[config.mk]
export PLATFORM = sky130hd
export DESIGN_NAME = instr_prefetch
export DESIGN_NICKNAME = d
export VERILOG_FILES = /design/src/rtl/instr_prefetch.sv
export SDC_FILE = /design/constraint.sdc
export NUM_CORES = 1
export LEC_CHECK = 0
export BUFFER_PORTS_ARGS = -buffer_cell sky130_fd_sc_hd__buf_2
export CAP_MARGIN = 20
export CORE_MARGIN = 2
export CORE_UTILIZATION = 40
export CTS_CLUSTER_DIAMETER = 150
export DETAILED_ROUTE_END_ITERATION = 16
export PLACE_DENSITY = 0.69
export SLEW_MARGIN = 20
export SYNTH_ARGS = -nofsm -noshare
export SYNTH_HDL_FRONTEND = slang
export SYNTH_SLANG_ARGS = --single-unit
[constraint.sdc]
create_clock -name clk -period 6.54 [get_ports clk]
set_input_delay 1.962 -clock clk [delete_from_list [all_inputs] [get_ports clk]]
set_output_delay 1.962 -clock clk [all_outputs]
set_load 0.01 [all_outputs]
[src/rtl/instr_prefetch.sv]
// Instruction prefetch unit: one outstanding word fetch, DEPTH-entry {instr, pc} FIFO, redirect flush.
// Define FETCH_WFI_EN to halt fetching after a WFI word until irq or redirect.
//
// state   | meaning
// S_FETCH | request issue enabled
// S_DRAIN | a request is outstanding whose response will be discarded
// S_WFI   | halted after WFI, no requests issued
module instr_prefetch #(
  parameter int unsigned DEPTH    = 4,
  parameter logic [31:0] RESET_PC = 32'h0000_0000
) (
  input  logic        clk,
  input  logic        res,
  output logic        instr_req,
  output logic [31:0] instr_addr,
  input  logic        instr_valid,
  input  logic [31:0] instr_read,
  output logic        out_valid,
  output logic [31:0] out_instr,
  output logic [31:0] out_pc,
  input  logic        out_ready,
  input  logic        redirect,
  input  logic [31:0] redirect_pc,
  input  logic        irq,
  output logic        wfi_sleep
);
  localparam int AW = (DEPTH > 1) ? $clog2(DEPTH) : 1;
  localparam int CW = AW + 1;
  localparam logic [CW-1:0] FULL = CW'(DEPTH);

  typedef enum logic [1:0] {S_FETCH, S_DRAIN, S_WFI} state_t;

  state_t        state, state_nx;
  logic [31:0]   fetch_pc, fetch_pc_nx, addr_nx, target;
  logic          req_nx;
  logic [CW-1:0] count, count_after;
  logic [AW-1:0] wr_ptr, rd_ptr;
  logic [63:0]   mem [DEPTH];
  logic          resp, push, pop, is_wfi;
  logic          unused_bits;

  assign unused_bits = ^redirect_pc[1:0];

`ifdef FETCH_WFI_EN
  localparam logic [31:0] WFI_WORD = 32'h1050_0073;
  assign is_wfi    = (instr_read == WFI_WORD);
  assign wfi_sleep = (state == S_WFI);
`else
  assign is_wfi    = 1'b0;
  assign wfi_sleep = 1'b0;
`endif

  assign target      = {redirect_pc[31:2], 2'b00};
  assign resp        = instr_req & instr_valid;
  assign out_valid   = (count != '0);
  assign pop         = out_valid & out_ready & ~redirect;
  assign push        = resp & ~redirect & (state == S_FETCH);
  assign count_after = count + CW'(push) - CW'(pop);

  always_comb begin
    state_nx    = state;
    fetch_pc_nx = fetch_pc;
    req_nx      = instr_req;
    addr_nx     = instr_addr;
    unique case (state)
      S_FETCH: begin
        if (redirect) begin
          fetch_pc_nx = target;
          if (instr_req && !instr_valid) begin
            state_nx = S_DRAIN;
          end else begin
            req_nx  = 1'b1;
            addr_nx = target;
          end
        end else if (resp) begin
          fetch_pc_nx = fetch_pc + 32'd4;
          addr_nx     = fetch_pc + 32'd4;
          if (is_wfi) begin
            state_nx = S_WFI;
            req_nx   = 1'b0;
          end else begin
            req_nx = (count_after < FULL);
          end
        end else if (!instr_req) begin
          req_nx  = (count_after < FULL);
          addr_nx = fetch_pc;
        end
      end
      S_DRAIN: begin
        // request and address stay frozen until the stale response arrives
        if (redirect) fetch_pc_nx = target;
        if (instr_valid) begin
          state_nx = S_FETCH;
          req_nx   = 1'b1;
          addr_nx  = fetch_pc_nx;
        end
      end
      S_WFI: begin
        if (redirect) begin
          state_nx    = S_FETCH;
          fetch_pc_nx = target;
          req_nx      = 1'b1;
          addr_nx     = target;
        end else if (irq) begin
          state_nx = S_FETCH;
          req_nx   = (count_after < FULL);
          addr_nx  = fetch_pc;
        end
      end
      default: state_nx = S_FETCH;
    endcase
  end

  always_ff @(posedge clk or negedge res) begin
    if (!res) begin
      state      <= S_FETCH;
      fetch_pc   <= RESET_PC;
      instr_req  <= 1'b0;
      instr_addr <= RESET_PC;
      count      <= '0;
      wr_ptr     <= '0;
      rd_ptr     <= '0;
    end else begin
      state      <= state_nx;
      fetch_pc   <= fetch_pc_nx;
      instr_req  <= req_nx;
      instr_addr <= addr_nx;
      if (redirect) begin
        count  <= '0;
        wr_ptr <= '0;
        rd_ptr <= '0;
      end else begin
        count <= count_after;
        if (push) wr_ptr <= wr_ptr + AW'(1);
        if (pop)  rd_ptr <= rd_ptr + AW'(1);
      end
    end
  end

  always_ff @(posedge clk) begin
    if (push) mem[wr_ptr] <= {instr_read, instr_addr};
  end

  assign out_instr = out_valid ? mem[rd_ptr][63:32] : 32'h0;
  assign out_pc    = out_valid ? mem[rd_ptr][31:0]  : 32'h0;
endmodule

==> flow_summary_export.csv <==
group,metric,value,unit
power,ir_worst_vdd,0.184,mV
place,gp_congestion,0.832,
floorplanning,die-height,192,um
clock_network,cts_buffer_depth,3,
grt,grt_antenna_before_repair,0,
worst_setup_path,worstPathArrival,2830,ps
worst_setup_path,startpoint_type,"flip-flop",
route,dr.pass1.iters,7,
logic_synthesis,synthArstFlopShare,22.2,%
grt,grt_pass1_wl,47300,um
logic_synthesis,syn_inst,913,
logic_synthesis,synth_nets,991,
route,dr.first_iter.drc_count,531,
final_layout,nNetsFinal,1137,
logic_synthesis,synth_area_per_cell,15.5,um^2
clock_network,numCtsBuffers,37,
final_layout,n_fill_cell,3019,
worst_setup_path,slowest_delay,1020,ps
sta,finalSetupViolCount,0,
floorplanning,die_width,192,um
place,port_buffers,164,
grt,grt_use_met2,28.0,%
clock_network,root_buffer,"clkbuf_16",
place,dp_hpwl,18700,um
floorplanning,io_pins,169,
clock_network,clock-sinks,329,
clock_network,ctsResizeCount,0,
worst_setup_path,path_cells,"buf_4 > mux4_2 > and2_1 > buf_2",
grt,grt_start_max_net_pins,80,
route,final_antenna_net_count,0,
sta,fin_crit,4800,ps
clock_network,worstSkewPairLatency,510,ps
sta,slew_viol_final,0,
sta,holdWs,524,ps
grt,track_usage,16.9,%
route,wl_per_cell,20.2,um
grt,use_met3,3.16,%
grt,grt_pass1_vias,8269,
grt,met1_usage,23.0,%
power,powerDensity,368,mW/mm^2
logic_synthesis,ys_ff_latch,329,
worst_setup_path,cp_max_fo,45,
outcome,status,"complete, no violations",
sta,skew,14.8,ps
sta,finalCritPeriodShare,73.3,%
grt,busiest_layer,"met2",
route,drc_errors,0,
logic_synthesis,synth_compound_area_share,4.70,%
worst_setup_path,endpoint_kind,"output port",
logic_synthesis,synth_cell_types,62,
route,vias,8221,
sta,fin_setup_tns,0,ps
logic_synthesis,synthAdderAreaFrac,0.760,%
floorplanning,die_area,0.0369,mm^2
floorplanning,core,0.0347,mm^2
clock_network,htreeDepth,2,
final_layout,drive_gt1_share,29.4,%
final_layout,n_antenna_cell,0,
clock_network,path_clk_slew,60,ps
logic_synthesis,synth.cell_area,0.0142,mm^2
clock_network,hold_buffers,0,
logic_synthesis,ys_seq_area_share,67.2,%
logic_synthesis,ys.flop_type,"edfxtp_1",
final_layout,area_growth,16.2,%
power,power_leakage,5.82,nW
logic_synthesis,synth.area.mux_share,10.6,%
sta,worst_slew_pin_slew,1050,ps
grt,overflow,0,
job,max_cap_viol_count,0,
floorplanning,rows,68,
clock_network,cts_tree,"built",
route,drt_wl_total,31100,um
logic_synthesis,synth_xor_area_share,2.54,%
sta,rsz0062_at_grt,"false",
logic_synthesis,synth-edff-count,256,
worst_setup_path,worst-setup-path-type,"flip-flop to output port",
sta,maxSlewHeadroom,30.3,%
sta,hold_violations,0,
sta,max_freq,208,MHz
worst_setup_path,cp_slowest_cell,"dfrtp_4",
logic_synthesis,yosysWarnings,0,
min_path,hold_class,"flip-flop to flip-flop",
logic_synthesis,synth_top_family_by_area,"simple AND/OR/NAND/NOR gates",
clock_network,post_cts_buffers,0,
logic_synthesis,yosys.area_share.simple,10.9,%
floorplanning,initial_core_util,40.8,%
worst_setup_path,crit_required,4580,ps
route,viasPerCell,5.33,
==> registers in the layout, indices dropped and copies added, names as in the netlist <==
register,cells
count,3
fetch_pc,32
instr_addr,32
instr_req,1
mem,256
rd_ptr,2
state,1
wr_ptr,2
==> stage by stage <==
stage / setup slack [ps] / utilization, % / total power, mW / area, um^2 / cells
after floorplan: 2030 / - / 3.52 / 14200 / 913
after global placement: 2200 / 43.9 / 4.04 / 15200 / 1475
after detailed placement: 2180 / 43.9 / 4.07 / 15200 / 1475
after CTS: 1620 / 47.4 / 6.15 / 16500 / 1542
after global routing: 1480 / 47.4 / 6.36 / 16500 / 1542
final: 1740 / 47.4 / 6.07 / 16500 / 1542
==> path summary, 6_finish.rpt <==
| kind | endpoint | start | slack, ps | depth (start not counted) |
|---|---|---|---|---|
| worst max-delay path | out_instr[9] | rd_ptr[0] | 1740 | 4 |
| worst min-delay path | fetch_pc[1] | fetch_pc[1] | 520 | 1 |
| worst max register to register | instr_req | count[1] | 3610 | 12 |
| worst min register to register | fetch_pc[1] | fetch_pc[1] | 520 | 1 |
| max in group asynchronous | rd_ptr[1] | res | 4200 | 1 |
| min in group asynchronous | fetch_pc[3] | res | 1580 | 1 |
==> worst max-delay path: cells and delay by family, from the launching register on <==
kind / cells / cell delay, ps
muxes: 1 / 540
and+or+nand+nor: 1 / 160
DFF: 1 / 1020
buffers and inverters: 2 / 530
==> layout make-up <==
class	count	area [um^2]	share of cell area (%)
clock buffers	50	1050	6.36
clock inverters	17	190	1.16
inverters	13	48.8	0.296
multi-input cells	506	4200	25.5
flip-flops and latches	329	9520	57.8
well taps	455	569	3.46
repair buffers	172	883	5.37
==> layer usage <==
layer / wire length (um) / part of all wire, % / vias to the layer above
met5: 0 / 0 / -
met1: 13600 / 44 / 4164
met4: 540 / 1.7 / 0
met3: 1970 / 6.3 / 41
met2: 15000 / 48 / 248
li1: - / - / 3768
==> synth_stat cells (5+ instances only) <==
| master | n | share of area (%) |
|---|---|---|
| buf_1 | 5 | 0.13 |
| xor2_1 | 12 | 0.74 |
| inv_1 | 12 | 0.32 |
| mux4_2 | 64 | 10 |
| nor2_1 | 54 | 1.4 |
| clkbuf_8 | 9 | 0.87 |
| and2_1 | 68 | 3.0 |
| o22ai_1 | 6 | 0.27 |
| buf_2 | 10 | 0.35 |
| dfrtp_1 | 73 | 13 |
| a221oi_1 | 6 | 0.37 |
| ha_1 | 7 | 0.62 |
| nand2_1 | 74 | 2.0 |
| clkbuf_1 | 30 | 0.80 |
| o21ai_0 | 39 | 1.4 |
| a41oi_1 | 15 | 0.93 |
| o21ai_1 | 8 | 0.28 |
| edfxtp_1 | 256 | 54 |
| nand3_1 | 13 | 0.46 |
| a21oi_1 | 9 | 0.32 |
| a31oi_1 | 7 | 0.31 |
| nor4_1 | 13 | 0.57 |
| nor3_1 | 10 | 0.35 |
| nand4_1 | 13 | 0.57 |
| xnor2_1 | 29 | 1.8 |
==> power by group <==
group / switching, mW / total (mW) / leakage, nW / internal [mW]
registers: 0.263 / 2.74 / 3.21 / 2.48
clock network: 0.788 / 2.07 / 0.601 / 1.28
logic: 0.650 / 1.25 / 2.01 / 0.600
==> kinds of logic (layout without fill, tap and decap cells) <==
kind of cell	Yosys count	in the layout
AOI/OAI and AO/OA	104	104
xor gates and xnor gates	41	41
adders and majority gates	8	8
buffers and inverters	78	252
DFF	329	329
muxes	70	70
other	1	1
and+or+nand+nor	282	282
==> placed cells by master (no fill, tap or decap), types with 8 or more instances in the layout <==
cell,instances
and2_1,64
inv_1,12
mux4_2,64
buf_4,9
nor2_1,54
o21ai_0,39
a21oi_1,9
dfrtp_1,71
o21ai_1,8
edfxtp_1,256
a41oi_1,15
nor4_1,13
clkbuf_1,8
nand2_1,74
clkinv_1,8
nand3_1,13
buf_2,163
nor3_1,10
xor2_1,12
nand4_1,13
xnor2_1,29
clkbuf_16,39
Power figures use the tool's default switching activity.
